**config.mk**
```make
export PLATFORM = sky130hd
export DESIGN_NAME = sha1_msg_sched
export DESIGN_NICKNAME = d
export VERILOG_FILES = /design/src/rtl/sha1_pkg.sv /design/src/rtl/sha1_w_window.sv /design/src/rtl/sha1_msg_sched.sv
export SDC_FILE = /design/constraint.sdc
export NUM_CORES = 1
export LEC_CHECK = 0
export CAP_MARGIN = 20
export CORE_MARGIN = 8
export CORE_UTILIZATION = 35
export DETAILED_ROUTE_END_ITERATION = 6
export GPL_TIMING_DRIVEN = 1
export PLACE_DENSITY = 0.62
export SYNTH_ARGS = -nofsm -noshare
export SYNTH_HDL_FRONTEND = slang
export SYNTH_SLANG_ARGS = --single-unit
```
**constraint.sdc**
```tcl
create_clock -name clk_i -period 4.65 [get_ports clk_i]
set_clock_uncertainty 0.15 [all_clocks]
set_input_delay 0.6975 -clock clk_i [delete_from_list [all_inputs] [get_ports clk_i]]
set_output_delay 0.6975 -clock clk_i [all_outputs]
set_load 0.02 [all_outputs]
```
**src/rtl/sha1_pkg.sv**
```systemverilog
// Shared SHA-1 definitions: widths, round count, schedule FSM states and the
// one-bit left rotate used by both the message schedule and compression.
package sha1_pkg;

  localparam int SHA1_ROUNDS = 80;
  localparam int SHA1_WORD_W = 32;
  localparam int SHA1_BLK_W  = 512;
  localparam int SHA1_WIN    = 16;

  typedef enum logic {
    IDLE = 1'b0,
    RUN  = 1'b1
  } sha1_state_e;

  function automatic logic [SHA1_WORD_W-1:0] rotl1(input logic [SHA1_WORD_W-1:0] x);
    return {x[SHA1_WORD_W-2:0], x[SHA1_WORD_W-1]};
  endfunction

endpackage

```
**src/rtl/sha1_w_window.sv**
```systemverilog
// 16-word sliding window of the SHA-1 schedule. win_q[0] is always the word
// for the current round; a shift drops it and appends the next recurrence word.
module sha1_w_window
  import sha1_pkg::*;
(
  input  logic                   clk_i,
  input  logic                   rst_n_i,
  input  logic                   load_i,
  input  logic                   shift_i,
  input  logic [SHA1_BLK_W-1:0]  blk_data_i,
  output logic [SHA1_WORD_W-1:0] w0_o
);

  logic [SHA1_WORD_W-1:0] win_q [SHA1_WIN];
  logic [SHA1_WORD_W-1:0] win_d [SHA1_WIN];
  logic [SHA1_WORD_W-1:0] tap;

  // W[t+16] = ROTL1(W[t+13] ^ W[t+8] ^ W[t+2] ^ W[t]) relative to the window head
  assign tap = rotl1(win_q[13] ^ win_q[8] ^ win_q[2] ^ win_q[0]);

  // Next window: load the big-endian block, shift in the recurrence word, or hold
  always_comb begin
    for (int i = 0; i < SHA1_WIN; i++) begin
      win_d[i] = win_q[i];
    end
    if (load_i) begin
      for (int i = 0; i < SHA1_WIN; i++) begin
        win_d[i] = blk_data_i[SHA1_BLK_W-1-i*SHA1_WORD_W -: SHA1_WORD_W];
      end
    end else if (shift_i) begin
      for (int i = 0; i < SHA1_WIN-1; i++) begin
        win_d[i] = win_q[i+1];
      end
      win_d[SHA1_WIN-1] = tap;
    end
  end

  // Window registers, cleared by reset
  always_ff @(posedge clk_i) begin
    if (!rst_n_i) begin
      for (int i = 0; i < SHA1_WIN; i++) begin
        win_q[i] <= '0;
      end
    end else begin
      for (int i = 0; i < SHA1_WIN; i++) begin
        win_q[i] <= win_d[i];
      end
    end
  end

  assign w0_o = win_q[0];

endmodule

```
**src/rtl/sha1_msg_sched.sv**
```systemverilog
// SHA-1 message schedule: accepts one padded 512-bit block and presents
// W[0..79] one word per step, then pulses done for one cycle.
//
// Handshakes: blk_valid_i/blk_ready_o transfer a block on any rising edge
// where both are high. w_valid_o/step_i: the word on w_out_o/w_idx_o is
// consumed on any rising edge where both are high; with step_i low the word
// holds. step_i while w_valid_o is low is ignored.
module sha1_msg_sched
  import sha1_pkg::*;
#(
  parameter int ROUNDS = SHA1_ROUNDS,
  parameter int IDX_W  = 8
) (
  input  logic                   clk_i,
  input  logic                   rst_n_i,
  input  logic                   blk_valid_i,
  input  logic [SHA1_BLK_W-1:0]  blk_data_i,
  output logic                   blk_ready_o,
  input  logic                   step_i,
  output logic                   w_valid_o,
  output logic [SHA1_WORD_W-1:0] w_out_o,
  output logic [IDX_W-1:0]       w_idx_o,
  output logic                   done_o
);

  localparam logic [IDX_W-1:0] LAST_IDX = IDX_W'(ROUNDS - 1);

  sha1_state_e            state_q, state_d;
  logic [IDX_W-1:0]       idx_q, idx_d;
  logic                   done_q, done_d;
  logic                   load, shift, last;
  logic [SHA1_WORD_W-1:0] w0;

  assign last = (idx_q == LAST_IDX);

  // State register
  always_ff @(posedge clk_i) begin
    if (!rst_n_i) begin
      state_q <= IDLE;
    end else begin
      state_q <= state_d;
    end
  end

  // Next state: a block starts a run, stepping the last word ends it
  always_comb begin
    state_d = state_q;
    case (state_q)
      IDLE:    if (blk_valid_i)   state_d = RUN;
      RUN:     if (step_i && last) state_d = IDLE;
      default: state_d = IDLE;
    endcase
  end

  // Outputs and datapath controls decoded from the current state
  always_comb begin
    blk_ready_o = (state_q == IDLE);
    w_valid_o   = (state_q == RUN);
    load        = (state_q == IDLE) && blk_valid_i;
    shift       = (state_q == RUN) && step_i && !last;
    done_d      = (state_q == RUN) && step_i && last;
    idx_d       = idx_q;
    if (load || done_d) begin
      idx_d = '0;
    end else if (shift) begin
      idx_d = idx_q + 1'b1;
    end
  end

  // Round counter and done pulse
  always_ff @(posedge clk_i) begin
    if (!rst_n_i) begin
      idx_q  <= '0;
      done_q <= 1'b0;
    end else begin
      idx_q  <= idx_d;
      done_q <= done_d;
    end
  end

  sha1_w_window u_window (
    .clk_i      (clk_i),
    .rst_n_i    (rst_n_i),
    .load_i     (load),
    .shift_i    (shift),
    .blk_data_i (blk_data_i),
    .w0_o       (w0)
  );

  // Stale window contents are hidden outside a run
  assign w_out_o = w_valid_o ? w0 : '0;
  assign w_idx_o = idx_q;
  assign done_o  = done_q;

endmodule

```
==> out/metrics.csv, run 1 <==
stage,metric,value,unit
global_route,vias in the first global route,21446,
flow_run,MaxCap Viol Count,0,
clocking,total CTS buffers,57,
logic_synthesis,sequential share of the synthesized area,46.62,%
place,DPL Wire Length,72.38,mm
timing,Worst Max-Slew Pin Slew,0.9308,ns
routing,Vias,22842,
min_path,min-delay worst type,reg -> reg,
die,row count,92,
logic_synthesis,top_reg_cell synth,dfxtp_1,
logic_synthesis,Post-Synthesis Cells,2966,
place,worst slack at placement,1.601,ns
clocking,post-CTS sizing,0,
clocking,postcts setup bufs,0,
logic_synthesis,Post-synth EDFFs,0,
timing,Fin. Hold Viols,0,
die,core area,63200,sq um
timing,RSZ-0062 raised after global routing,no,
worst_setup_path,critical path required time,3.80,ns
power_and_ir_drop,PnR Total Power,11.70,mW
worst_setup_path,Reg2Reg Depth,6,
layout,"commonest non-fill, non-tap cell in the layout",a21oi_1,
logic_synthesis,Synth async-reset ratio,0,%
min_path,WHS Path Cells,2,
logic_synthesis,synth unique cells,28,
die,Die Ht,269.1,microns
clocking,Skew-Pair Late Insertion Delay,0.60,ns
global_route,first-pass GRT wire length,139.4,mm
die,Initial Util,35.47,%
global_route,initial antenna violation count,18,
clocking,root buf cell,clkbuf_16,
worst_setup_path,"reg-to-reg slack, setup",1.69,ns
global_route,gr ovfl total,0,
power_and_ir_drop,power per cell area,385.3,nW/um^2
timing,final worst slack,1.182,ns
layout,layout cell share with drive strength beyond 1,4.077,%
power_and_ir_drop,LEAKAGE,10.80,nW
layout,FILL cells,6236,
layout,multi-input combinational cell area,10810,sq um
die,die area,72390,sq um
clocking,Max clock buf depth,3,
routing,Post-DRT Antenna Nets,0,
global_route,largest net degree at the start of global routing,170,
clocking,CTS sink cnt,522,
timing,Max Slew Vio Count,0,
die,I/O pin total,559,
worst_setup_path,highest net fanout along the worst path,26,
logic_synthesis,Synth Net Count,3483,
worst_setup_path,Crit Path Class,reg -> out,
clocking,Clock transition at path regs,0.06,ns
timing,Rel. slew slack,37.95,%
logic_synthesis,synthesized flop and latch total,522,
power_and_ir_drop,Max IR drop VDD,271.9,uV
logic_synthesis,synthesized area,22410,sq um
timing,TNS Setup,0,ns
logic_synthesis,Ys Warns,0,
timing,final setup vio count,0,
logic_synthesis,synthesized area per cell,7.557,sq um
place,IO buf count,558,
die,Die W,269.1,microns
clocking,Post-CTS Hold Buffers,0,
routing,initial drt markers,2263,
layout,most frequent cells in the layout,"962 x a21oi_1, 557 x clkdlybuf4s50_1, 522 x dfxtp_1, 487 x nand2_1, 482 x o21ai_0",
routing,drt pass-1 iters,5,
worst_setup_path,crit start category,flip-flop,
worst_setup_path,CP endpoint kind,output pin,
worst_setup_path,WP data arrival,2.62,ns
routing,Routed WL,98.86,mm
clocking,CTS tree,done,
global_route,GRT Util Overall,25.53,%
layout,Nets,3858,
clocking,H-Tree Level Count,2,
routing,post-DR vias/cell,5.377,
timing,final period utilization,74.57,%
place,routability cong.,0.8853,
timing,fin crit period,3.468,ns
timing,max frequency,0.2884,GHz
routing,wire per inst,23.27,microns
routing,DRC,0,
outcome,outcome,"finished, final reports clean",
layout,area growth from synthesis to layout,35.48,%
layout,Reg area,10450,sq um
cell usage after synthesis (all sizes together), types with 3 or more instances:
library cell	number	share of area (%)
a21oi	963	22
dfxtp	522	47
nand2	487	8.2
o21ai	483	11
clkbuf	155	2.6
buf	127	2.7
xnor2	100	3.9
nor2	42	0.70
and2	35	0.98
a221o	32	1.4
nor3	3	0.067
power by group:
part           leakage (nW)  switching (mW)  internal, mW  total [mW]
Sequential             4.32           0.380          4.85        5.23
Combinational          5.53           0.973         0.882        1.85
Clock                 0.942            1.90          2.71        4.61
routing by layer:
| metal | up-vias | part of all wire (%) | global-route usage (%) |
|---|---|---|---|
| li1 | 11067 | - | - |
| met1 | 10817 | 43 | 33.84 |
| met2 | 821 | 47 | 41.63 |
| met3 | 133 | 6.7 | 4.258 |
| met4 | 4 | 3.1 | 9.193 |
| met5 | - | 0.023 | 0 |
kinds of logic after synthesis:
| kind of cell | count (synthesis) | synth area share (%) |
|---|---|---|
| AO/OA/AOI/OAI | 1479 | 33.77 |
| XOR/XNOR | 101 | 3.947 |
| adder cells (fa/ha/maj) | 1 | 0.05581 |
| buffers and inverters | 284 | 5.325 |
| flip-flops | 522 | 46.62 |
| AND/OR/NAND/NOR | 579 | 10.28 |
worst max-delay path: stages, from the launching register on:
cell             delay [ns]
dfxtp_1                0.90
buf_4                  0.32
and2_1                 0.17
clkdlybuf4s50_1        0.61
registers in the layout, summed over array words and instances, names as in the netlist:
| signal | cells |
|---|---|
| w_valid_o | 1 |
| done_o | 1 |
| w_idx_o | 8 |
| u_window.win_q | 512 |
area by class of cell:
cell class,instances,share of cell area (%)
Antenna cell,17,0.1401
Clock buffer,91,5.851
Clock inverter,12,0.3873
Inverter,2,0.02472
Multi-Input combinational cell,2160,35.60
Sequential cell,522,34.41
Tap cell,846,3.486
Timing Repair Buffer,598,20.10
final timing paths:
path / to / startpoint
worst max-delay path: w_out_o[4] / w_valid_o$_SDFF_PN0_
worst min-delay path: u_window.win_q[12][0]$_SDFFE_PN0P_ / u_window.win_q[12][0]$_SDFFE_PN0P_
worst max register to register: u_window.win_q[10][17]$_SDFFE_PN0P_ / w_idx_o[4]$_SDFFE_PP0P_
worst min register to register: u_window.win_q[12][0]$_SDFFE_PN0P_ / u_window.win_q[12][0]$_SDFFE_PN0P_
through the flow:
step                      utilization (%)  std cells  hold WS [ns]  cell area (sq um)
after floorplan                         -       2966        0.2804              22410
after global placement              44.99       4128        0.2878              28430
after detailed placement            44.99       4128        0.2934              28430
after CTS                           47.98       4231        0.3018              30320
after global routing                48.05       4247        0.3106              30360
final                               48.05       4248        0.3006              30370
Power figures use the tool's default switching activity.
==> inputs of run 2 (changes only) <==
Settings changed: PLACE_DENSITY 0.62 to 0.64.
Clock period 4.65 ns to 2.9 ns, I/O delays scaled along.
==> run 2 against run 1 <==
Effect of this change:
- sequential power is 61% higher
- combinational power is 64% higher
- non-clock buffer count is 16 higher
- via count is 0.29% higher
- register-to-register slack worse by 1.5 ns
- die area stayed put
- largest power group unchanged
==> out/metrics.csv, run 2 (same netlist as run 1, synthesis figures left out) <==
stage,metric,value,unit
routing,initial drt markers,2569,
clocking,CTS sink cnt,522,
layout,most frequent cells in the layout,"962 x a21oi_1, 557 x clkdlybuf4s50_1, 522 x dfxtp_1, 487 x nand2_1, 482 x o21ai_0",
clocking,Skew-Pair Late Insertion Delay,0.60,ns
routing,Routed WL,99.57,mm
worst_setup_path,R2R Path End,u_window.win_q[11][22]$_SDFFE_PN0P_,
power_and_ir_drop,PnR Total Power,18.55,mW
worst_setup_path,highest net fanout along the worst path,29,
global_route,initial antenna violation count,22,
routing,wire per inst,23.35,microns
clocking,CTS tree,done,
die,core area,63200,sq um
min_path,min-delay src,rst_n_i,
place,routability cong.,0.8933,
layout,Largest Register,u_window.win_q,
layout,Nets,3871,
worst_setup_path,Crit Reg-Reg Startpoint,w_idx_o[0]$_SDFFE_PP0P_,
worst_setup_path,Crit Path Class,reg -> out,
timing,Worst Max-Slew Pin Slew,0.9606,ns
clocking,postcts setup bufs,0,
die,row count,92,
layout,FILL cells,6258,
worst_setup_path,crit start category,flip-flop,
min_path,WHS Path Cells,4,
timing,Fin. Hold Viols,0,
place,IO buf count,558,
layout,multi-input combinational cell area,10810,sq um
clocking,root buf cell,clkbuf_16,
global_route,first-pass GRT wire length,140.4,mm
power_and_ir_drop,Max IR drop VDD,431.8,uV
clocking,Clock transition at path regs,0.06,ns
routing,DRC,0,
layout,area growth from synthesis to layout,36.04,%
power_and_ir_drop,power per cell area,608.3,nW/um^2
min_path,hold path endpoint,w_idx_o[4]$_SDFFE_PP0P_,
worst_setup_path,WP data arrival,2.11,ns
worst_setup_path,critical path required time,2.32,ns
layout,max reg flops,512,
die,die area,72390,sq um
layout,layout cell share with drive strength beyond 1,4.560,%
worst_setup_path,CP endpoint kind,output pin,
timing,Max Slew Vio Count,0,
routing,drt pass-1 iters,5,
global_route,GRT Util Overall,25.86,%
global_route,largest net degree at the start of global routing,234,
die,Initial Util,35.47,%
die,Die W,269.1,microns
routing,post-DR vias/cell,5.372,
flow_run,MaxCap Viol Count,0,
routing,Vias,22908,
clocking,Post-CTS Hold Buffers,0,
clocking,Max clock buf depth,3,
timing,TNS Setup,0,ns
global_route,vias in the first global route,21685,
routing,Post-DRT Antenna Nets,0,
timing,max frequency,0.3709,GHz
timing,final period utilization,92.97,%
die,Die Ht,269.1,microns
worst_setup_path,Reg2Reg Depth,7,
worst_setup_path,"reg-to-reg slack, setup",0.24,ns
clocking,post-CTS sizing,0,
timing,final setup vio count,0,
min_path,min-delay worst type,in -> reg,
timing,Rel. slew slack,35.96,%
timing,fin crit period,2.696,ns
timing,RSZ-0062 raised after global routing,no,
clocking,H-Tree Level Count,2,
clocking,total CTS buffers,54,
place,DPL Wire Length,73.09,mm
outcome,outcome,"finished, final reports clean",
die,I/O pin total,559,
layout,"commonest non-fill, non-tap cell in the layout",a21oi_1,
layout,Reg area,10450,sq um
global_route,gr ovfl total,0,
power_and_ir_drop,LEAKAGE,10.86,nW
-- run 2: changes by cell type in the layout (fill, tap and decap cells not counted), sizes merged --
cell,previous run,this run
clkbuf,91,84
inv,4,3
buf,41,57
diode,17,19
clkinvlp,0,2
clkinv,8,12
-- run 2: per-stage QoR --
stage	std cells	setup WS [ns]	hold slack (ns)	utilization [%]	cell area [sq um]
3_3_place_gp	4143	0.1475	0.2881	45.28	28620
4_1_cts	4244	0.1432	0.1103	48.15	30430
6_report	4264	0.2040	0.1487	48.25	30490
3_5_place_dp	4143	0.1181	0.2937	45.28	28620
5_1_grt	4263	0.08625	0.1460	48.25	30490
2_1_floorplan	2966	0.7550	0.2804	-	22410
-- run 2: cell type report --
class	instances	share of cell area, %
sequential	522	34.27
inverter	2	0.02462
antenna	19	0.1559
timing repair buffer	614	20.68
multi-input combinational	2160	35.45
clock inverter	17	0.4842
clock buffer	84	5.461
tap	846	3.471
-- run 2: power breakdown --
group          total, mW  switching (mW)  internal [mW]
Combinational       3.04            1.59           1.44
Clock               7.12            3.00           4.12
Sequential          8.40           0.612           7.78
-- run 2: how the worst max path moves through the flow --
| stage | endpoint | start |
|---|---|---|
| 2_1_floorplan | u_window.win_q[0][0]$_SDFFE_PN0P_ | w_idx_o[0]$_SDFFE_PP0P_ |
| 3_3_place_gp | u_window.win_q[12][6]$_SDFFE_PN0P_ | step_i |
| 3_5_place_dp | u_window.win_q[10][16]$_SDFFE_PN0P_ | step_i |
| 4_1_cts | w_out_o[19] | w_valid_o$_SDFF_PN0_ |
| 5_1_grt | w_out_o[19] | w_valid_o$_SDFF_PN0_ |
| 6_report | w_out_o[19] | w_valid_o$_SDFF_PN0_ |
-- run 2: worst max-delay path, stage by stage (launching register included) --
cell	delay, ns
dfxtp_1	0.35
buf_4	0.30
and2_1	0.23
clkdlybuf4s50_1	0.63
-- run 2: metal layers --
layer / GRT usage (%) / vias up / wire length (microns)
li1: - / 11101 / -
met1: 34.11 / 10767 / 42100
met2: 41.42 / 874 / 46890
met3: 4.349 / 164 / 6826
met4: 11.29 / 2 / 3736
met5: 0 / - / 13
==> inputs of run 3 (changes only) <==
Settings changed: CELL_PAD_IN_SITES_DETAIL_PLACEMENT set to 0, CELL_PAD_IN_SITES_GLOBAL_PLACEMENT set to 1, CORE_UTILIZATION 35 to 32, PLACE_DENSITY 0.64 to 0.78.
==> run 3 against run 2 <==
Effect of this change:
- sequential power hardly changed
- final cell count is 2.7% higher
- sequential cell count stayed put
- critical endpoint is now w_out_o[10]
==> out/metrics.csv, run 3 (same netlist as run 1, synthesis figures left out) <==
stage,metric,value,unit
outcome,outcome,"finished, final reports clean",
worst_setup_path,crit start category,flip-flop,
layout,most frequent cells in the layout,"962 x a21oi_1, 557 x clkdlybuf4s50_1, 522 x dfxtp_1, 487 x nand2_1, 482 x o21ai_0",
clocking,postcts setup bufs,0,
global_route,GR Util met3,4.150,%
place,DPL Wire Length,77.84,mm
timing,Rel. slew slack,60.40,%
timing,final setup vio count,0,
layout,layout cell share with drive strength beyond 1,5.174,%
global_route,global routing usage on met2,39.44,%
die,Die Ht,280.7,microns
min_path,WHS Path Cells,3,
power_and_ir_drop,LEAKAGE,11.07,nW
worst_setup_path,highest net fanout along the worst path,29,
power_and_ir_drop,power per cell area,607.2,nW/um^2
clocking,Post-CTS Hold Buffers,0,
worst_setup_path,critical path required time,2.32,ns
die,row count,97,
timing,final period utilization,90.84,%
clocking,Skew-Pair Late Insertion Delay,0.61,ns
die,die area,78770,sq um
layout,max reg flops,512,
timing,RSZ-0062 raised after global routing,no,
clocking,Max clock buf depth,3,
power_and_ir_drop,Power Internal,13.57,mW
power_and_ir_drop,Max IR drop VDD,429.1,uV
global_route,Top Usage Layer GRT,met2,
routing,DRC,0,
routing,Routed WL,102.9,mm
timing,Fin. Hold Viols,0,
routing,initial drt markers,2131,
routing,wire per inst,23.50,microns
global_route,initial antenna violation count,21,
die,Initial Util,32.17,%
clocking,post-CTS sizing,0,
layout,Reg area,10450,sq um
timing,final worst slack,0.2655,ns
routing,Vias,23252,
layout,fin cells,4379,
global_route,vias in the first global route,22288,
die,Die W,280.7,microns
clocking,total CTS buffers,57,
clocking,CTS tree,done,
place,dpl cells,4262,
global_route,first-pass GRT wire length,146.2,mm
place,routability cong.,0.8950,
global_route,gr ovfl total,0,
global_route,met1 Usage GRT,32.74,%
flow_run,MaxCap Viol Count,0,
power_and_ir_drop,PnR Total Power,18.84,mW
die,I/O pin total,559,
timing,max frequency,0.3796,GHz
clocking,CTS sink cnt,522,
layout,"commonest non-fill, non-tap cell in the layout",a21oi_1,
power_and_ir_drop,switch share,27.97,%
place,IO buf count,558,
timing,TNS Setup,0,ns
min_path,min-delay worst type,in -> reg,
routing,post-DR vias/cell,5.310,
layout,Final Core Density,44.53,%
clocking,root buf cell,clkbuf_16,
routing,Post-DRT Antenna Nets,0,
global_route,largest net degree at the start of global routing,117,
worst_setup_path,Crit Path Class,reg -> out,
power_and_ir_drop,switching power of the nets,5.270,mW
power_and_ir_drop,sequential share of power,44.4,%
routing,drt pass-1 iters,5,
worst_setup_path,CP endpoint kind,output pin,
clocking,Clock transition at path regs,0.06,ns
power_and_ir_drop,Gate power share,16.6,%
timing,Max Slew Vio Count,0,
worst_setup_path,WP data arrival,2.05,ns
layout,Nets,3898,
layout,Largest Register,u_window.win_q,
timing,Worst Max-Slew Pin Slew,0.5897,ns
global_route,GRT Util Overall,24.58,%
power_and_ir_drop,Clock Power Share,38.9,%
place,worst slack at placement,0.4242,ns
layout,multi-input combinational cell area,10820,sq um
timing,fin crit period,2.634,ns
worst_setup_path,Reg2Reg Depth,6,
layout,FILL cells,7115,
layout,area growth from synthesis to layout,38.42,%
clocking,H-Tree Level Count,2,
die,core area,69660,sq um
run 3: critical path: stages (launching register included):
cell and delay [ns]:
dfxtp_1 0.32, buf_4 0.28, and2_1 0.21, clkdlybuf4s50_1 0.62
run 3: per-stage QoR:
| step | hold slack [ns] | area (sq um) |
|---|---|---|
| 2_1_floorplan | 0.2804 | 22410 |
| 3_3_place_gp | 0.2882 | 29120 |
| 3_5_place_dp | 0.2919 | 29120 |
| 4_1_cts | 0.1041 | 30980 |
| 5_1_grt | 0.1327 | 31020 |
| 6_report | 0.1301 | 31020 |
run 3: power groups by stage:
stage | Clock, mW | Sequential [mW] | Combinational (mW)
floorplan | 0 | 8.21 | 1.67
detailed placement | 0 | 8.51 | 3.13
finish | 7.33 | 8.37 | 3.14
CTS | 7.45 | 8.36 | 3.15
global placement | 0 | 8.52 | 3.10
global route | 7.73 | 8.41 | 3.44
run 3: layer usage:
layer	wire length, microns	up-vias
met2	48640	841
met1	44270	11110
met5	30	-
met4	3312	6
li1	-	11146
met3	6647	149
run 3: final cells by class:
cell class	count	area share, %
timing repair buffer	638	21.49
clock inverter	14	0.5122
antenna	18	0.1452
inverter	2	0.02420
multi-input combinational	2160	34.87
tap	940	3.791
clock buffer	85	5.485
sequential	522	33.68
run 3: final timing paths:
path                                                          start                                   to  slack, ns
worst max-delay path                           w_valid_o$_SDFF_PN0_                          w_out_o[10]       0.27
worst min-delay path                                        rst_n_i   u_window.win_q[6][24]$_SDFFE_PN0P_       0.13
worst max register to register              w_idx_o[4]$_SDFFE_PP0P_   u_window.win_q[9][14]$_SDFFE_PN0P_       0.53
worst min register to register  u_window.win_q[12][26]$_SDFFE_PN0P_  u_window.win_q[12][26]$_SDFFE_PN0P_       0.30
